--- config.mk ---
export PLATFORM = sky130hd
export DESIGN_NAME = mem_arbiter
export DESIGN_NICKNAME = d
export VERILOG_FILES = /design/src/rtl/mem_arbiter.sv
export SDC_FILE = /design/constraint.sdc
export NUM_CORES = 1
export LEC_CHECK = 0
export BUFFER_PORTS_ARGS = -buffer_cell sky130_fd_sc_hd__buf_2
export CAP_MARGIN = 30
export CORE_ASPECT_RATIO = 1.4
export CORE_UTILIZATION = 40
export DETAILED_ROUTE_END_ITERATION = 6
export GPL_TIMING_DRIVEN = 0
export PLACE_DENSITY = 0.77
export SYNTH_ARGS = -nofsm -noshare
export SYNTH_HDL_FRONTEND = slang
export SYNTH_SLANG_ARGS = --single-unit
--- constraint.sdc ---
create_clock -name clk -period 2.2 [get_ports clk]
set_input_delay 0.11 -clock clk [delete_from_list [all_inputs] [get_ports clk]]
set_output_delay 0.11 -clock clk [all_outputs]
set_load 0.01 [all_outputs]
--- src/rtl/mem_arbiter.sv ---
// Arbitrates one single-port memory bus between data access and instruction fetch.
// Optional single-entry fetch buffer enabled by defining FETCH_BUF_EN.
module mem_arbiter #(
  parameter int AW    = 32,
  parameter int DW    = 32,
  parameter int CNT_W = 16
) (
  input  logic             clk,
  input  logic             rst,
  input  logic [AW-1:0]    i_iaddr,
  output logic [DW-1:0]    o_inst,
  input  logic             i_read_en,
  input  logic             i_write_en,
  input  logic [AW-1:0]    i_daddr,
  input  logic [DW-1:0]    i_wdata,
  output logic [DW-1:0]    o_read_data,
  output logic             o_exstall,
  output logic             o_mem_req,
  output logic             o_mem_we,
  output logic [AW-1:0]    o_mem_addr,
  output logic [DW-1:0]    o_mem_wdata,
  input  logic             i_mem_ack,
  input  logic [DW-1:0]    i_mem_rdata,
  output logic [CNT_W-1:0] o_stall_cnt
);

  typedef enum logic [1:0] {IDLE, DATA, FETCH, RELEASE} state_t;

  state_t        state, state_nxt;
  logic [AW-1:0] iaddr_q, daddr_q;
  logic [DW-1:0] wdata_q;
  logic          wr_q, rd_q;
  logic          hit_idle, hit_data;

  // Bus is driven purely from captured step values.
  assign o_mem_req   = (state == DATA) || (state == FETCH);
  assign o_mem_we    = (state == DATA) && wr_q;
  assign o_mem_addr  = (state == DATA) ? daddr_q : iaddr_q;
  assign o_mem_wdata = wdata_q;
  assign o_exstall   = (state != RELEASE);

`ifdef FETCH_BUF_EN
  logic [AW-1:0] tag;
  logic          tag_vld;
  logic          wr_inval;

  // A store hitting the buffered PC must invalidate before the fetch decision.
  assign wr_inval = (state == DATA) && wr_q && i_mem_ack && (daddr_q == tag);
  assign hit_idle = tag_vld && (i_iaddr == tag);
  assign hit_data = tag_vld && !wr_inval && (iaddr_q == tag);

  always_ff @(posedge clk) begin
    if (rst) begin
      tag     <= '0;
      tag_vld <= 1'b0;
    end else if ((state == FETCH) && i_mem_ack) begin
      tag     <= iaddr_q;
      tag_vld <= 1'b1;
    end else if (wr_inval) begin
      tag_vld <= 1'b0;
    end
  end
`else
  assign hit_idle = 1'b0;
  assign hit_data = 1'b0;
`endif

  always_ff @(posedge clk) begin
    if (rst) state <= IDLE;
    else     state <= state_nxt;
  end

  always_comb begin
    state_nxt = state;
    case (state)
      IDLE: begin
        if (i_read_en || i_write_en) state_nxt = DATA;
        else if (hit_idle)           state_nxt = RELEASE;
        else                         state_nxt = FETCH;
      end
      DATA:    if (i_mem_ack) state_nxt = hit_data ? RELEASE : FETCH;
      FETCH:   if (i_mem_ack) state_nxt = RELEASE;
      RELEASE: state_nxt = IDLE;
      default: state_nxt = IDLE;
    endcase
  end

  always_ff @(posedge clk) begin
    if (rst) begin
      iaddr_q <= '0;
      daddr_q <= '0;
      wdata_q <= '0;
      wr_q    <= 1'b0;
      rd_q    <= 1'b0;
    end else if (state == IDLE) begin
      iaddr_q <= i_iaddr;
      daddr_q <= i_daddr;
      wdata_q <= i_wdata;
      wr_q    <= i_write_en;
      rd_q    <= i_read_en && !i_write_en;
    end
  end

  always_ff @(posedge clk) begin
    if (rst) begin
      o_inst      <= DW'(32'h0000_0013);
      o_read_data <= '0;
    end else begin
      if ((state == FETCH) && i_mem_ack)        o_inst      <= i_mem_rdata;
      if ((state == DATA) && rd_q && i_mem_ack) o_read_data <= i_mem_rdata;
    end
  end

  always_ff @(posedge clk) begin
    if (rst)                          o_stall_cnt <= '0;
    else if (o_exstall && !(&o_stall_cnt)) o_stall_cnt <= o_stall_cnt + 1'b1;
  end

endmodule
# Yosys cells after proc, flatten, opt, wreduce, memory -nomap -nowiden
# Cells that the tools add are included.
# word_totals
ff_bits	180
input_bits	133
output_inout_bits	147
word_cells	34
# classes
addsub	1
n_eq_ne	6
n_mux	5
n_reduce_logical	13
# op_table
op	n
2-to-1 mux 32 bit	1
adder 16 x 1 -> 16 bit, second input constant	1
AND reduction 16 bit	1
case mux 2 bit (4 select lines)	1
logical AND 1 bit	6
2-to-1 mux 2 bit	3
!= test 2 bit, second input constant	3
equality test 2 bit, second input constant	2
equality test 2 x 1 -> 1 bit, second input constant	1
zero test 1 bit	2
zero test 2 bit	1
logical OR 1 bit	2
AND reduction 2 bit	1

# Depth between registers and ports, before layout
# Gate-level depths: netlist of the first run.
# logic_depth
depth_word	3
depth_mapped	8
ltp_nobuf	5

# Worst setup path before layout of the first run
# Ideal clock, no wire load.
# synth_timing
kind	reg2reg
from	register o_stall_cnt[0]
to	register o_stall_cnt[1]
arrival_ps	1630
required_time_ps	2072
setup_slack_ps	443
stages_incl_launch_ff	6
path_buffers	0
cell_sequence	dfxtp_1 > ha_1 > nand3_1 > o41ai_1 > mux2i_1 > nor2_1
# synth_between
elab_chain_len	3
word_cells_on_any_way	4
cone_classes	1 x add/sub; 3 x reduce/logical
# synth_lines
element	line_no	text
start: declaration	24	output logic [CNT_W-1:0] o_stall_cnt
start signal: assignment	116	else if (o_exstall && !(&o_stall_cnt)) o_stall_cnt <= o_stall_cnt + 1'b1;
parallel branches: the longest is 3 deep, another holds adder 16 x 1 -> 16 bit	n/a	
# Several ways; the timed one is not identified.
# A chain may end at the register's enable or synchronous reset.

# Final worst setup path of the first run
# layout_timing
from	register state[1]
to	output port o_mem_addr[20]
# layout_between
elab_chain_len	2
# layout_lines
element	line_no	text
start: declaration	29	state_t state, state_nxt;
start signal: assignment	70	else state <= state_nxt;
equality test 2 x 1 -> 1 bit	38	assign o_mem_addr = (state == DATA) ? daddr_q : iaddr_q;
2-to-1 mux 32 bit	38	
end: declaration	20	output logic [AW-1:0] o_mem_addr,
# No other way between the ends.

==> flow_summary_export.csv, run 1 <==
group,metric,value,unit
logic_synthesis,synth_top_family_by_area,"multiplexers",
power,seqPwrFrac,0.369,
power,swShare,0.349,
final_layout,drive_gt1_frac,0.306,
setup_path,crit_path_cell_trace,"inv_1, ha_4, clkbuf_4, mux2_2, buf_2",
logic_synthesis,ys_types,42,
timing,tightest_slew,0.699,ns
logic_synthesis,synth_fp_nets,888,
timing,worst_slack,0.160,ns
die,dieArea,18100,um2
cts,cts_tree,"done",
setup_path,crit_path_end_kind,"primary output",
logic_synthesis,synth_area_leader_cell,"dfxtp_1",
setup_path,cp.arrival,1.93,ns
power,leakagePower,5.05,nW
setup_path,critPathBufInv,3,
setup_path,critPathRequiredTime,2.09,ns
placed_design,port_buffers,278,
setup_path,crit_type,"flop to primary output",
logic_synthesis,synthMuxAreaShare,0.193,
setup_path,worst_r2r_endpoint,"o_stall_cnt[11]",
detailed_routing,drtIter0Drc,289,
final_layout,fin_nets,1314,
cts,post_cts_buffers,0,
die,coreArea,17000,um2
grt,grt_pass1_vias,7134,
cts,cts_made_buffers,17,
die,die_y,159,um
flow_run,maxCapViolations,0,
setup_path,rr_worst_depth,6,
placed_design,hpwl,14800,um
setup_path,crit_fanout,10,
grt,gr-total-overflow,0,
timing,fmax,0.490,GHz
grt,antenna_found_initial,0,
setup_path,cp_top_family,"buffers and inverters",
power,p_per_area,1080,nW/um2
logic_synthesis,ys.flop_type,"dfxtp_1",
power,p_clk_frac,0.254,
die,num_rows,56,
cts,path_clk_slew,0.07,ns
cts,cts_num_sinks,180,
final_layout,layout_commonest_cell,"buf_2",
timing,rsz0062_at_grt,"false",
grt,grtUsageTotal,0.254,
power,ir_drop,921,uV
logic_synthesis,synthXorXnorAreaFrac,0.00125,
die,io_pins,280,
final_layout,seq_area,3600,um2
logic_synthesis,synth_seq_cells,180,
power,p_comb_frac,0.377,
timing,hold_viol_final,0,
timing,skew,0.0104,ns
final_layout,multiInputGateArea,3180,um2
logic_synthesis,synth_cells,750,
setup_path,start_kind,"flop",
detailed_routing,wire_per_inst,16.2,um
logic_synthesis,synth_area_leaders,"dfxtp_1 51%, mux2i_1 14%, nand2_1 7.2%, nor2_1 5.7%, mux2_2 5.1%",
grt,grt_pass1_wl,35500,um
logic_synthesis,synth_edf_count,0,
die,dieWidth,114,um
worst_hold_path,hp-class,"input pin to flop",
setup_path,critPathSlowestCell,"mux2_2",
logic_synthesis,synth_area,7010,um2
worst_hold_path,whs_endpoint,"o_inst[31]",
logic_synthesis,synth-compound-area-share,0.0716,
logic_synthesis,avgSynthCellArea,9.34,um2
cts,clock_latency,0.42,ns
timing,slew_headroom,0.534,
final_layout,most-common-layout-cells,"288 x buf_2, 180 x dfxtp_1, 134 x nand2_1",
setup_path,reg2reg_setup_slack,0.20,ns
detailed_routing,via_per_inst,4.92,
grt,grt_max_degree,17,
detailed_routing,num_vias,6984,
final_layout,diodes,0,
cts,cts_max_level,4,
logic_synthesis,synthAdderAreaFrac,0.00893,
setup_path,critPathMaxStageDelay,0.38,ns
logic_synthesis,yosys_warnings,0,
worst_hold_path,min_path_cells,4,
detailed_routing,drt-total-wl,23000,um
logic_synthesis,synth_simple_gate_area_share,0.178,
logic_synthesis,ys_async_sr_fraction,0,
run_status,status,"completed",
die,initial_utilization,0.413,
logic_synthesis,synth_top_area_frac,0.514,
worst_hold_path,min-delay-start,"i_mem_ack",
detailed_routing,ant_nets,0,
detailed_routing,first_pass_iters,4,
power,p_switching,0.00399,W
timing,setup_viol,0,
timing,fin_hold_ws,0.105,ns
timing,period_share,0.927,
placed_design,pre_cts_slack,-0.109,ns
timing,report.final.slew_viol_count,0,
power,intPower,0.00745,W
final_layout,area_growth,50.7,%
timing,min_period,2.04,ns
detailed_routing,post-route-drc-count,0,
placed_design,finalWeightedCongestion,0.810,
cts,clk_path_buf_depth,2,
logic_synthesis,ys_seq_area_frac,0.514,
timing,tns,0,ns
setup_path,r2r_start,"state[0]",
final_layout,num-fill-cells,1381,
cts,ctsRootBufferMaster,"clkbuf_16",
==> final cells by class <==
| type | instances | area share |
|---|---|---|
| Inverter | 5 | 0.00178 |
| Timing Repair Buffer | 408 | 0.255 |
| Sequential cell | 180 | 0.341 |
| Clock inverter | 13 | 0.0116 |
| Tap cell | 232 | 0.0275 |
| Buffer | 51 | 0.0211 |
| Clock buffer | 18 | 0.0406 |
| Multi-Input combinational cell | 513 | 0.301 |
==> routing by layer <==
layer / vias up / track usage / share of wire
li1: 3383 / - / -
met1: 3227 / 0.241 / 0.37
met2: 300 / 0.495 / 0.53
met3: 74 / 0.0700 / 0.062
met4: 0 / 0.129 / 0.039
met5: - / 0 / 0
==> registers in the layout (all words and copies together), names as in the netlist <==
name and cells:
daddr_q 32, o_inst 32, o_mem_wdata 32, o_stall_cnt 16, o_read_data 32, iaddr_q 32
rd_q 1, wr_q 1, state 2
==> power by group through the flow <==
stage | sequential [W] | clock (W) | combinational (W)
5_1_grt | 0.00428 | 0.00311 | 0.00465
6_report | 0.00422 | 0.00291 | 0.00431
2_1_floorplan | 0.00430 | 0 | 0.00267
3_3_place_gp | 0.00422 | 0 | 0.00392
3_5_place_dp | 0.00424 | 0 | 0.00400
4_1_cts | 0.00418 | 0.00297 | 0.00421
==> through the flow <==
stage | total power [W] | instance area, um2 | util | std cells
floorplan | 0.00697 | 7010 | - | 750
global placement | 0.00814 | 8690 | 0.512 | 1260
detailed placement | 0.00824 | 8690 | 0.512 | 1260
CTS | 0.0114 | 10500 | 0.622 | 1420
global route | 0.0120 | 10600 | 0.623 | 1420
finish | 0.0114 | 10600 | 0.623 | 1420
==> worst reg2reg max path: stages (launching register included) <==
cell and delay, ns:
dfxtp_1 0.35, ha_1 0.29, and4b_1 0.26, buf_2 0.19, nand4_2 0.19, or4_1 0.50, a21oi_1 0.15
==> cells in the mapped netlist (6+ instances only) <==
| cell | number |
|---|---|
| dfxtp_1 | 180 |
| nand2_1 | 134 |
| nor2_1 | 106 |
| mux2i_1 | 99 |
| a21oi_1 | 71 |
| clkbuf_1 | 35 |
| mux2_2 | 32 |
| buf_2 | 10 |
| nor3_1 | 8 |
| o31ai_1 | 6 |
==> worst max-delay path by stage <==
| stage | start | to | cells past startpoint |
|---|---|---|---|
| floorplan | o_stall_cnt[0] | o_stall_cnt[1] | 5 |
| global placement | state[1] | o_read_data[30] | 8 |
| detailed placement | state[1] | o_mem_addr[14] | 6 |
| CTS | state[1] | o_mem_addr[26] | 5 |
| global route | state[1] | daddr_q[27] | 6 |
| finish | state[1] | o_mem_addr[20] | 5 |
==> cell families after synthesis <==
| group | after synthesis |
|---|---|
| compound gates | 91 |
| xor+xnor | 1 |
| fa+ha+maj | 5 |
| buf+inv | 57 |
| flops | 180 |
| mux | 131 |
| simple gates | 285 |
==> timing repair <==
action	4_1_cts	5_1_grt
gates resized for setup	5	3
hold buffers	130	0
setup endpoints to repair	51	29
hold endpoints to repair	162	0
(Power assumes the default switching activity.)
==> inputs of run 2 (changes only) <==
- ABC_AREA: default -> 1
- SLEW_MARGIN: default -> 20
==> flow_summary_export.csv, run 2 <==
group,metric,value,unit
logic_synthesis,avgSynthCellArea,7.40,um2
timing,worst_slack,0.105,ns
logic_synthesis,synth_top_area_frac,0.514,
logic_synthesis,ys_types,23,
flow_run,maxCapViolations,0,
timing,report.final.slew_viol_count,0,
die,die_y,159,um
logic_synthesis,synth_area_leaders,"dfxtp_1 51%, o21ai_0 14%, nor2_1 12%, a21oi_1 5.5%, nand2_1 4.9%",
setup_path,crit_fanout,10,
logic_synthesis,yosys_warnings,0,
detailed_routing,via_per_inst,5.00,
power,p_per_area,1200,nW/um2
run_status,violations,"design-rule violations",
detailed_routing,drt-total-wl,24900,um
cts,cts_tree,"done",
timing,hold_viol_final,0,
final_layout,layout_commonest_cell,"buf_2",
setup_path,r2r_start,"state[1]",
run_status,status,"finished with violations",
timing,rsz0062_at_grt,"false",
logic_synthesis,ys_seq_area_frac,0.514,
logic_synthesis,synth_area_leader_cell,"dfxtp_1",
cts,path_clk_slew,0.07,ns
setup_path,start_kind,"flop",
timing,fmax,0.477,GHz
logic_synthesis,synth_top_family_by_area,"simple AND/OR/NAND/NOR gates",
detailed_routing,num_vias,8100,
cts,cts_made_buffers,17,
grt,grt_pass1_wl,37700,um
timing,slew_headroom,0.612,
detailed_routing,ant_nets,0,
logic_synthesis,synthMuxAreaShare,0,
detailed_routing,post-route-drc-count,3,
logic_synthesis,synthXorXnorAreaFrac,0,
setup_path,critPathSlowestCell,"dfxtp_1",
detailed_routing,drtIter0Drc,557,
setup_path,crit_path_end_kind,"primary output",
setup_path,crit_top_cell,"clkbuf_4",
setup_path,worst_r2r_endpoint,"o_read_data[26]",
final_layout,area_growth,51.3,%
detailed_routing,first_pass_iters,7,
setup_path,crit_type,"flop to primary output",
die,coreArea,17000,um2
setup_path,critPathRequiredTime,2.09,ns
die,dieWidth,114,um
cts,ctsRootBufferMaster,"clkbuf_16",
setup_path,crit_path_cell_trace,"inv_1, ha_1, clkbuf_4, clkbuf_4, o21ai_0, buf_2",
cts,clk_path_buf_depth,2,
timing,min_period,2.10,ns
final_layout,most-common-layout-cells,"294 x buf_2, 225 x nor2_1, 191 x o21ai_0",
worst_hold_path,hp-class,"input pin to flop",
placed_design,pre_cts_slack,0.305,ns
logic_synthesis,ys.flop_type,"dfxtp_1",
timing,period_share,0.952,
worst_hold_path,min_path_cells,3,
grt,antenna_found_initial,1,
placed_design,port_buffers,279,
setup_path,rr_worst_depth,6,
logic_synthesis,yosysMostFrequentCell,"nor2_1",
logic_synthesis,ys_async_sr_fraction,0,
final_layout,drive_gt1_frac,0.249,
cts,cts_max_level,4,
worst_hold_path,whs_endpoint,"iaddr_q[23]",
timing,tightest_slew,0.582,ns
setup_path,cp.arrival,1.99,ns
logic_synthesis,synthAdderAreaFrac,0.00892,
grt,grt_pass1_vias,8055,
die,num_rows,56,
logic_synthesis,synth_cells,948,
grt,gr-total-overflow,0,
detailed_routing,wire_per_inst,15.3,um
cts,cts_num_sinks,180,
placed_design,finalWeightedCongestion,0.860,
die,initial_utilization,0.413,
logic_synthesis,synth_common_cells,"225 x nor2_1, 192 x o21ai_0, 180 x dfxtp_1, 91 x nand2_1, 85 x inv_1",
setup_path,critPathMaxStageDelay,0.38,ns
power,ir_drop,779,uV
logic_synthesis,synth-compound-area-share,0.194,
timing,tns,0,ns
setup_path,reg2reg_setup_slack,0.28,ns
power,p_total,0.0127,W
cts,clock_latency,0.44,ns
grt,grt_max_degree,19,
timing,skew,0.0117,ns
worst_hold_path,min-delay-start,"i_iaddr[23]",
placed_design,hpwl,16100,um
final_layout,fin_nets,1513,
logic_synthesis,synth_area,7010,um2
logic_synthesis,synth_simple_gate_area_share,0.199,
logic_synthesis,synth_fp_nets,1086,
die,dieArea,18100,um2
die,io_pins,280,
timing,setup_viol,0,
cts,post_cts_buffers,0,
logic_synthesis,synth_edf_count,0,
grt,grtUsageTotal,0.268,
logic_synthesis,synth_seq_cells,180,
power,leakagePower,4.93,nW
final_layout,diodes,0,
-- run 2: cell types whose count changed after synthesis, moves of 11 or more --
| cell | delta |
|---|---|
| o21ai_0 | +189 |
| nor2_1 | +119 |
| mux2i_1 | -99 |
| inv_1 | +80 |
| nand2_1 | -43 |
| mux2_2 | -32 |
| nand3_1 | +11 |
-- run 2: layer usage --
layer  up-vias  GRT usage  wire length (um)
met5         -          0                11
met4         2      0.170              1100
met3       100     0.0659              1510
met2       371      0.488             12900
met1      3733      0.274              9330
li1       3894          -                 -
-- run 2: final cells by class --
cell class	instances	area (um2)
multi-input combinational	621	2820
clock inverter	14	161
sequential	180	3600
clock buffer	18	439
timing repair buffer	408	2690
tap	232	290
buffer	60	275
inverter	87	327
fill	1421	6350
-- run 2: timing repair --
item | 4_1_cts | 5_1_grt
hold endpoints to repair | 150 | 1
cloned | 0 | 0
resized for setup | 4 | 8
hold buffers | 128 | 1
setup endpoints to repair | 33 | 18
-- run 2: cells by family after synthesis --
logic type | count (synthesis)
fa+ha+maj | 5
compound gates | 271
simple gates | 345
buf+inv | 147
flops | 180
-- run 2: through the flow --
step | util | area, um2 | cells | hold WS [ns]
2_1_floorplan | - | 7010 | 948 | 0.179
3_3_place_gp | 0.513 | 8700 | 1459 | 0.322
3_5_place_dp | 0.513 | 8700 | 1459 | 0.327
4_1_cts | 0.624 | 10600 | 1619 | 0.00309
5_1_grt | 0.625 | 10600 | 1620 | 0.0398
6_report | 0.625 | 10600 | 1620 | 0.0165
-- run 2: critical path, delay by kind of cell, from the launching register on --
kind | cells | cell delay [ns]
buffers and inverters | 4 | 0.67
adders and majority gates | 1 | 0.25
DFF | 1 | 0.38
AOI/OAI and AO/OA | 1 | 0.24
-- run 2: power breakdown --
group	switching (W)	total, W	internal [W]	leakage, nW
sequential	0.000421	0.00463	0.00421	1.48
combinational	0.00323	0.00497	0.00174	3.16
clock	0.00145	0.00310	0.00165	0.288
-- run 2: worst max path at each step --
stage                     slack, ns  startpoint        endpoint
after floorplan                0.80    state[0]      iaddr_q[1]
after CTS                      0.05    state[1]  o_mem_addr[23]
final                          0.10    state[1]  o_mem_addr[30]
after detailed placement       0.31    state[1]  o_mem_addr[29]
after global placement         0.29    state[1]  o_mem_addr[29]
after global routing          0.008    state[1]  o_mem_addr[27]
